### src/rtl/seg_pkg.sv
`default_nettype none
// ============================================================================
// Module      : seg_pkg
// Description : Shared constants for the seven-segment scan driver: the
//               hex-to-segment glyph table (segments g..a, active-low) and
//               the all-dark segment pattern.
// Revision    : 1.0 - initial release
// ============================================================================
package seg_pkg;

  // All segments off (active-low outputs).
  localparam logic [6:0] SEG_OFF = 7'h7F;

  // Glyph table indexed by nibble value; bit 6 = g ... bit 0 = a, 0 = lit.
  // Entry 15 is listed first because the packed concatenation is MSB-first.
  localparam logic [15:0][6:0] c_hex_seg = {
    7'b0001110,  // F
    7'b0000110,  // E
    7'b0100001,  // d
    7'b1000110,  // C
    7'b0000011,  // b
    7'b0001000,  // A
    7'b0010000,  // 9
    7'b0000000,  // 8
    7'b1111000,  // 7
    7'b0000010,  // 6
    7'b0010010,  // 5
    7'b0011001,  // 4
    7'b0110000,  // 3
    7'b0100100,  // 2
    7'b1111001,  // 1
    7'b1000000   // 0
  };

  function automatic logic [6:0] hex_to_seg(input logic [3:0] nib);
    return c_hex_seg[nib];
  endfunction

endpackage
`default_nettype wire

### src/rtl/seg_lz_mask.sv
`default_nettype none
// ============================================================================
// Module      : seg_lz_mask
// Description : Purely combinational leading-zero mask. Digit i (i > 0) is
//               flagged when nibbles i..NDIGITS-1 are all zero; digit 0 is
//               never flagged so a zero value still shows a single "0".
// Ports       : nibbles  [4*NDIGITS-1:0] in  - packed hex nibbles, digit 0 LSB
//               suppress [NDIGITS-1:0]   out - 1 = digit is a leading zero
// Revision    : 1.0 - initial release
// ============================================================================
module seg_lz_mask #(
  parameter int NDIGITS = 8
) (
  input  logic [4*NDIGITS-1:0] nibbles,
  output logic [NDIGITS-1:0]   suppress
);

  // Digit 0's own nibble never influences the mask.
  logic w_unused_lsd;
  assign w_unused_lsd = ^nibbles[3:0];

  generate
    for (genvar gi = 0; gi < NDIGITS; gi++) begin : g_digit
      if (gi == 0) begin : g_lsd
        assign suppress[gi] = 1'b0;
      end else begin : g_upper
        // Everything from this digit up to the most significant is zero.
        assign suppress[gi] = (nibbles[4*NDIGITS-1 : 4*gi] == '0);
      end
    end
  endgenerate

endmodule
`default_nettype wire

### src/rtl/seg_scan_driver.sv
`default_nettype none
// ============================================================================
// Module      : seg_scan_driver
// Description : Time-multiplexed seven-segment scan driver. A free-running
//               prescaler defines one slot per digit; a double-buffered
//               (pending -> display) register set gives tear-free updates at
//               frame boundaries. Supports per-digit blanking, decimal points
//               and leading-zero suppression.
// Options     : SEG_DIM_EN - when defined, a duty gate compares the top four
//               prescaler bits against 'bright' to dim the display. When
//               undefined the gate is always open and 'bright' is ignored.
// Ports       : CLK100MHZ   in  - clock, rising edge
//               rst_n       in  - asynchronous reset, active-low
//               data        in  - 4*NDIGITS hex nibbles, digit 0 least significant
//               dp          in  - decimal point request per digit, 1 = lit
//               blank       in  - force digit dark, 1 = dark
//               load        in  - one-cycle capture strobe into pending register
//               lz_en       in  - enable leading-zero suppression
//               bright      in  - duty level, 15 = full on
//               seg         out - segments g..a, active-low (registered)
//               dp_n        out - decimal point, active-low (registered)
//               an          out - digit enables, active-low one-hot (registered)
//               frame_done  out - one-cycle pulse on the frame wrap cycle
// Revision    : 1.0 - initial release
// ============================================================================
module seg_scan_driver
  import seg_pkg::*;
#(
  parameter int NDIGITS       = 8,
  parameter int SCAN_DIV_LOG2 = 18
) (
  input  logic                   CLK100MHZ,
  input  logic                   rst_n,
  input  logic [4*NDIGITS-1:0]   data,
  input  logic [NDIGITS-1:0]     dp,
  input  logic [NDIGITS-1:0]     blank,
  input  logic                   load,
  input  logic                   lz_en,
  input  logic [3:0]             bright,
  output logic [6:0]             seg,
  output logic                   dp_n,
  output logic [NDIGITS-1:0]     an,
  output logic                   frame_done
);

  localparam int                 c_idx_w    = (NDIGITS > 1) ? $clog2(NDIGITS) : 1;
  localparam logic [c_idx_w-1:0] c_last_idx = c_idx_w'(NDIGITS - 1);

  // Scan position
  logic [SCAN_DIV_LOG2-1:0] r_pcnt;
  logic [c_idx_w-1:0]       r_idx;

  // Pending (written by load) and display (shown) register sets
  logic [4*NDIGITS-1:0]     r_pend_data, r_disp_data;
  logic [NDIGITS-1:0]       r_pend_dp,   r_disp_dp;
  logic [NDIGITS-1:0]       r_pend_blank, r_disp_blank;

  // Registered outputs
  logic [6:0]               r_seg;
  logic                     r_dp_n;
  logic [NDIGITS-1:0]       r_an;

  logic                     w_pcnt_wrap;
  logic                     w_frame_wrap;
  logic                     w_gate;
  logic                     w_dark;
  logic [3:0]               w_nib;
  logic [NDIGITS-1:0]       w_sup;

  assign w_pcnt_wrap  = &r_pcnt;
  assign w_frame_wrap = w_pcnt_wrap && (r_idx == c_last_idx);

  // ---------------------------------------------------------------------------
  // Prescaler and digit index
  // ---------------------------------------------------------------------------
  always_ff @(posedge CLK100MHZ or negedge rst_n) begin
    if (!rst_n) begin
      r_pcnt <= '0;
      r_idx  <= '0;
    end else begin
      r_pcnt <= r_pcnt + 1'b1;
      if (w_pcnt_wrap) begin
        r_idx <= w_frame_wrap ? '0 : r_idx + c_idx_w'(1);
      end
    end
  end

  // ---------------------------------------------------------------------------
  // Double buffer. The display set only changes on the frame wrap cycle; a
  // load landing on that same cycle is forwarded straight through so it is
  // not held back a whole frame.
  // ---------------------------------------------------------------------------
  always_ff @(posedge CLK100MHZ or negedge rst_n) begin
    if (!rst_n) begin
      r_pend_data  <= '0;
      r_pend_dp    <= '0;
      r_pend_blank <= '1;
      r_disp_data  <= '0;
      r_disp_dp    <= '0;
      r_disp_blank <= '1;
    end else begin
      if (load) begin
        r_pend_data  <= data;
        r_pend_dp    <= dp;
        r_pend_blank <= blank;
      end
      if (w_frame_wrap) begin
        r_disp_data  <= load ? data  : r_pend_data;
        r_disp_dp    <= load ? dp    : r_pend_dp;
        r_disp_blank <= load ? blank : r_pend_blank;
      end
    end
  end

  // ---------------------------------------------------------------------------
  // Leading-zero mask on the displayed value
  // ---------------------------------------------------------------------------
  seg_lz_mask #(
    .NDIGITS (NDIGITS)
  ) u_lz_mask (
    .nibbles  (r_disp_data),
    .suppress (w_sup)
  );

  // ---------------------------------------------------------------------------
  // Duty gate
  // ---------------------------------------------------------------------------
`ifdef SEG_DIM_EN
  assign w_gate = (r_pcnt[SCAN_DIV_LOG2-1 -: 4] <= bright);
`else
  logic w_unused_bright;
  assign w_unused_bright = ^bright;
  assign w_gate          = 1'b1;
`endif

  assign w_nib  = r_disp_data[4*r_idx +: 4];
  assign w_dark = r_disp_blank[r_idx] | (lz_en & w_sup[r_idx]) | ~w_gate;

  // ---------------------------------------------------------------------------
  // Output registers. The anode vector is rebuilt from scratch every cycle
  // from a single index, so at most one bit can ever be low, including
  // across slot changes.
  // ---------------------------------------------------------------------------
  always_ff @(posedge CLK100MHZ or negedge rst_n) begin
    if (!rst_n) begin
      r_seg  <= SEG_OFF;
      r_dp_n <= 1'b1;
      r_an   <= '1;
    end else if (w_dark) begin
      r_seg  <= SEG_OFF;
      r_dp_n <= 1'b1;
      r_an   <= '1;
    end else begin
      r_seg  <= hex_to_seg(w_nib);
      r_dp_n <= ~r_disp_dp[r_idx];
      r_an   <= ~(NDIGITS'(1) << r_idx);
    end
  end

  assign seg        = r_seg;
  assign dp_n       = r_dp_n;
  assign an         = r_an;
  assign frame_done = w_frame_wrap;

endmodule
`default_nettype wire
### config.mk
export PLATFORM = sky130hd
export DESIGN_NAME = seg_scan_driver
export DESIGN_NICKNAME = d
export VERILOG_FILES = /design/src/rtl/seg_pkg.sv /design/src/rtl/seg_lz_mask.sv /design/src/rtl/seg_scan_driver.sv
export SDC_FILE = /design/constraint.sdc
export NUM_CORES = 1
export LEC_CHECK = 0
export CAP_MARGIN = 30
export CORE_UTILIZATION = 60
export DETAILED_ROUTE_END_ITERATION = 12
export PLACE_DENSITY = 0.84
export SYNTH_ARGS = -nofsm -noshare
export SYNTH_HDL_FRONTEND = slang
export SYNTH_SLANG_ARGS = --single-unit
### constraint.sdc
create_clock -name CLK100MHZ -period 4.4 [get_ports CLK100MHZ]
set_input_delay 0.88 -clock CLK100MHZ [delete_from_list [all_inputs] [get_ports CLK100MHZ]]
set_output_delay 0.88 -clock CLK100MHZ [all_outputs]
set_load 0.03 [all_outputs]
==> impl_metrics.py, run 1 <==
metrics = {
    "clock_network": {
        "clock_latency_ns": 0.52,
        "cts_post_setup_buffers_inserted": 0,
        "cts_max_path_buffers": 2,
        "ctsHoldBuffers": 0,
        "clock-sinks": 133,
        "cts_buffers": 17,
        "cts_tree": "built",
        "clk_pin_slew_ns": 0.06,
        "cts_root_buffer": "clkbuf_8",
        "htreeDepth": 4,
        "cts_resized": 0,
    },
    "placed_design": {
        "port_buffers": 68,
        "place_congestion": 0.833,
        "dp_hpwl_um": 7160,
    },
    "routing": {
        "routed_wl_um": 11200,
        "drt_iter0_markers": 170,
        "drt-vias-per-instance": 5.67,
        "drc_errors": 0,
        "drt_pre_antenna_iters": 4,
        "dr_total_vias": 3484,
        "postRouteAntennaNets": 0,
        "routedWlPerCell_um": 18.2,
    },
    "yosys": {
        "yosysUniqueCellTypes": 48,
        "syn_inst": 396,
        "async_reset_ff_share_pct": 100,
        "syn_nets": 465,
        "syn_avg_cell_area_um2": 14.7,
        "synth-adder-area-share_pct": 2.78,
        "synth-compound-area-share_pct": 3.15,
        "synth-xor-area-share_pct": 2.40,
        "synth_ff_type": "dfrtp_1",
        "yosys_warnings": 0,
        "synth.area.mux_share_pct": 24.9,
        "ys_ff_latch": 133,
        "synth_top_family_by_area": "multiplexers",
        "synth_simple_gate_area_share_pct": 6.53,
        "synth_edf_count": 0,
        "syn_area_mm2": 0.00584,
        "ys_seq_area_share_pct": 57.7,
    },
    "sta": {
        "tns_ns": 0,
        "hold_viol": 0,
        "maxSlewViolCount": 0,
        "worst_slew_pin_slew_ns": 0.679,
        "finalCriticalPeriod_ns": 3.59,
        "slew_headroom_pct": 54.7,
        "finalSetupViolations": 0,
        "clock_skew_ns": 0.0101,
        "max_freq_mhz": 279,
        "min_period_over_period_pct": 81.6,
        "rsz0062_at_grt": "no",
        "whs_ns": 0.469,
    },
    "setup_path": {
        "crit_path_end_kind": "output pin",
        "worstPathArrival_ns": 2.71,
        "crit_type": "flop to output pin",
        "start_kind": "flop",
        "worstPathMaxFanout": 12,
        "critical_path_required_ns": 3.52,
    },
    "floorplan": {
        "die_x_um": 101,
        "die_area_mm2": 0.0101,
        "num_rows": 35,
        "start_util_pct": 62.6,
        "ios": 73,
        "coreArea_mm2": 0.00933,
        "die_h_um": 101,
    },
    "global_routing": {
        "grt-busiest-layer": "met2",
        "gr-total-overflow": 0,
        "use_met3_pct": 6.66,
        "grt_pass1_vias": 3794,
        "met2_usage_pct": 41.0,
        "grt_max_degree": 134,
        "grt_use_met1_pct": 29.8,
        "grt_pass1_wl_um": 18300,
        "grtUsageTotal_pct": 24.4,
        "antenna_found_initial": 0,
    },
    "power": {
        "vdd_drop_max_mv": 0.266,
        "cellPowerDensity_mw_per_mm2": 393,
        "p_leak_uw": 0.00323,
    },
    "final_layout": {
        "mostFrequentLayoutCell": "dfrtp_1",
        "n_fill_cell": 563,
        "drive_above_1_share_pct": 39.1,
        "final_util_pct": 77.7,
        "layout.nets": 542,
        "layout_common_cells": "dfrtp_1 (101), mux2_2 (93), clkdlybuf4s50_1 (66)",
        "antenna_cells": 0,
        "synthToLayoutAreaGrowth_pct": 24.0,
    },
    "outcome": {
        "status": "finished, final reports clean",
    },
    "flow_run": {
        "drv_cap": 0,
    },
    "hold_path": {
        "min_path_type": "input pin to async pin",
    },
}
## Yosys cell counts, drive strengths merged (2+ instances only)
cell | number | share of area (%)
o211ai | 4 | 0.51
inv | 7 | 0.45
and4 | 3 | 0.54
dfrtp | 101 | 43
nand3 | 11 | 0.94
and2 | 3 | 0.36
buf | 12 | 1.9
nand4 | 5 | 0.79
o221ai | 3 | 0.45
dfstp | 32 | 14
mux2i | 9 | 1.5
clkbuf | 4 | 0.26
or4 | 2 | 0.26
a22oi | 2 | 0.26
ha | 13 | 2.8
a21oi | 3 | 0.26
mux2 | 102 | 20
nor2 | 8 | 0.64
and3 | 2 | 0.30
nand2 | 22 | 1.4
nand2b | 4 | 0.43
xnor2 | 11 | 1.6
o21ai | 3 | 0.26
mux4 | 8 | 3.1
nor4 | 4 | 0.43
xor2 | 5 | 0.75
a31oi | 2 | 0.21
## worst paths after layout
kind / endpoint / start / depth (start not counted) / slack (ns)
min in group CLK100MHZ: r_pcnt[5] / r_pcnt[5] / 1 / 0.48
worst min register to register: r_pcnt[5] / r_pcnt[5] / 1 / 0.48
worst max register to register: seg[0] / r_idx[0] / 8 / 1.34
worst max-delay path: frame_done / r_idx[0] / 4 / 0.81
worst min-delay path: r_pend_data[10] / rst_n / 2 / 0.47
max in group asynchronous: r_disp_data[0] / rst_n / 2 / 3.44
## worst max-delay path: stages, from the launching register on
cell	delay (ns)
dfrtp_1	0.74
ha_1	0.30
ha_1	0.21
and4_2	0.26
clkdlybuf4s50_1	0.68
## layout make-up
cell class / count / area [µm²] / area share [%]
sequential: 133 / 3370 / 46.5
clock buffer: 25 / 571 / 7.88
multi-input combinational: 240 / 2320 / 32.1
timing repair buffer: 74 / 743 / 10.3
clock inverter: 7 / 51.3 / 0.708
tap: 129 / 161 / 2.23
inverter: 7 / 26.3 / 0.363
## logic make-up after synthesis
kind of cell | count (synthesis)
compound gates | 24
xor+xnor | 16
fa+ha+maj | 13
buf+inv | 23
flops | 133
mux | 119
simple gates | 68
## per-layer routing
metal,vias to the layer above,routed length [µm]
met5,-,0
met1,1784,4700
met4,0,241
met2,98,5730
met3,23,518
li1,1579,-
## sequential cells by signal, summed over array words and instances, names as in the netlist
signal,flops
r_idx,3
r_disp_data,32
r_pend_dp,8
r_disp_dp,8
dp_n,1
r_pend_data,32
r_pcnt,18
r_pend_blank,8
an,8
seg,7
r_disp_blank,8
## report_power, final
group | switching (µW) | internal [µW]
logic | 62.4 | 82.9
clock network | 520 | 895
registers | 11.1 | 1270
## through the flow
step           instance area, µm²  setup slack (ns)  total power [µW]  instances
3_5_place_dp                 6610              1.40              1450        582
2_1_floorplan                5840              2.00              1360        396
4_1_cts                      7240             0.773              2860        614
5_1_grt                      7240             0.681              2930        615
6_report                     7240             0.810              2840        615
3_3_place_gp                 6590              1.43              1440        581
Note: power is estimated with default switching activity, not from simulation.
==> run 2: changes to the inputs <==
--- a/config.mk
+++ b/config.mk
@@ -6,9 +6,9 @@
 export NUM_CORES = 1
 export LEC_CHECK = 0
 export CAP_MARGIN = 30
-export CORE_UTILIZATION = 60
+export CORE_UTILIZATION = 55
 export DETAILED_ROUTE_END_ITERATION = 12
-export PLACE_DENSITY = 0.84
+export PLACE_DENSITY = 0.78
 export SYNTH_ARGS = -nofsm -noshare
 export SYNTH_HDL_FRONTEND = slang
 export SYNTH_SLANG_ARGS = --single-unit
==> constraint.sdc (replaced) <==
create_clock -name CLK100MHZ -period 3.4 [get_ports CLK100MHZ]
set_input_delay 0.68 -clock CLK100MHZ [delete_from_list [all_inputs] [get_ports CLK100MHZ]]
set_output_delay 0.68 -clock CLK100MHZ [all_outputs]
set_load 0.03 [all_outputs]
==> impl_metrics.py, run 2 (synthesis gave the netlist of run 1 again) <==
metrics = {
    "floorplan": {
        "coreArea_mm2": 0.0103,
        "die_x_um": 105,
        "num_rows": 37,
        "ios": 73,
        "start_util_pct": 56.6,
        "die_h_um": 105,
        "die_area_mm2": 0.0110,
    },
    "routing": {
        "drc_errors": 0,
        "dr_total_vias": 3443,
        "routedWlPerCell_um": 17.3,
        "routed_wl_um": 10800,
        "drt-vias-per-instance": 5.51,
        "drt_pre_antenna_iters": 4,
        "drt_iter0_markers": 126,
        "postRouteAntennaNets": 0,
    },
    "final_layout": {
        "drive_above_1_share_pct": 39.3,
        "synthToLayoutAreaGrowth_pct": 24.4,
        "n_fill_cell": 691,
        "antenna_cells": 0,
        "mostFrequentLayoutCell": "dfrtp_1",
        "layout.nets": 545,
        "reg_top3": "r_disp_data (32), r_pend_data (32), r_pcnt (18)",
        "layout_common_cells": "dfrtp_1 (101), mux2_2 (93), clkdlybuf4s50_1 (65)",
    },
    "setup_path": {
        "worstPathMaxFanout": 14,
        "start_kind": "flop",
        "crit_type": "flop to output pin",
        "cpLargestDelayFamily": "flip-flops",
        "crit_path_end_kind": "output pin",
        "worstPathArrival_ns": 2.36,
        "critical_path_required_ns": 2.72,
        "cp.depth": 5,
        "worst-path-buf-inv": 2,
        "cp_cell_sequence": "buf_4 -> ha_1 -> ha_1 -> and4_2 -> buf_4",
        "crit_path_max_incr_delay_ns": 0.64,
        "crit_slowest_cell": "dfrtp_1",
        "rr_worst_depth": 8,
    },
    "sta": {
        "finalSetupViolations": 0,
        "maxSlewViolCount": 0,
        "whs_ns": 0.144,
        "clock_skew_ns": 0.00826,
        "slew_headroom_pct": 60.2,
        "rsz0062_at_grt": "no",
        "min_period_over_period_pct": 89.4,
        "finalCriticalPeriod_ns": 3.04,
        "max_freq_mhz": 329,
        "worst_slew_pin_slew_ns": 0.581,
        "tns_ns": 0,
        "hold_viol": 0,
    },
    "global_routing": {
        "grt_max_degree": 61,
        "grt_pass1_vias": 3667,
        "grt_pass1_wl_um": 18500,
        "gr-total-overflow": 0,
        "grtUsageTotal_pct": 21.9,
        "antenna_found_initial": 0,
    },
    "placed_design": {
        "port_buffers": 68,
        "dp_hpwl_um": 7500,
        "place_congestion": 0.803,
    },
    "power": {
        "cellPowerDensity_mw_per_mm2": 520,
        "vdd_drop_max_mv": 0.376,
        "p_leak_uw": 0.00323,
    },
    "outcome": {
        "status": "finished, final reports clean",
    },
    "hold_path": {
        "min_path_type": "input pin to async pin",
    },
    "clock_network": {
        "cts_root_buffer": "clkbuf_8",
        "htreeDepth": 4,
        "cts_post_setup_buffers_inserted": 0,
        "cts_buffers": 17,
        "clock-sinks": 133,
        "cts_tree": "built",
        "cts_resized": 0,
        "cts_max_path_buffers": 2,
        "clk_pin_slew_ns": 0.06,
        "clock_latency_ns": 0.51,
        "ctsHoldBuffers": 0,
    },
    "flow_run": {
        "drv_cap": 0,
    },
}
## run 2: path summary, 6_finish.rpt
path                       startpoint         endpoint  slack (ns)
max in group asynchronous       rst_n            an[7]        2.42
min in group CLK100MHZ      r_pcnt[5]        r_pcnt[5]        0.47
setup / recovery             r_idx[0]       frame_done        0.36
hold / removal                  rst_n  r_pend_data[11]        0.14
setup reg to reg             r_idx[0]           seg[0]        0.63
hold reg to reg             r_pcnt[5]        r_pcnt[5]        0.47
## run 2: layout make-up
type	instances	area (µm²)	area share, %
flip-flops and latches	133	3370	46.4
well taps	136	170	2.34
inverters	7	26.3	0.362
repair buffers	77	751	10.3
clock inverters	13	206	2.84
clock buffers	19	422	5.80
multi-input cells	240	2320	32.0
## run 2: metrics by stage
stage	setup slack [ns]	instance area (µm²)	util, %	total power (µW)	std cells
3_3_place_gp	0.774	6640	64.3	1870	593
5_1_grt	0.223	7270	70.4	3910	625
4_1_cts	0.322	7270	70.4	3810	625
3_5_place_dp	0.740	6640	64.3	1880	593
2_1_floorplan	1.20	5840	-	1760	396
6_report	0.359	7270	70.4	3780	625
## run 2: routing by layer
metal | part of all wire [%] | vias to the layer above | wire length, µm | track usage (%)
li1 | - | 1587 | - | -
met1 | 43 | 1749 | 4650 | 27.7
met2 | 51 | 88 | 5560 | 36.3
met3 | 3.8 | 19 | 414 | 5.24
met4 | 1.7 | 0 | 181 | 9.15
met5 | 0 | - | 0 | 0
## run 2: power by group
part           internal (µW)  total (µW)  switching, µW
Clock                   1260        1930            664
Combinational            107         188           80.7
Sequential              1650        1660           13.4
Total                   3020        3780            758
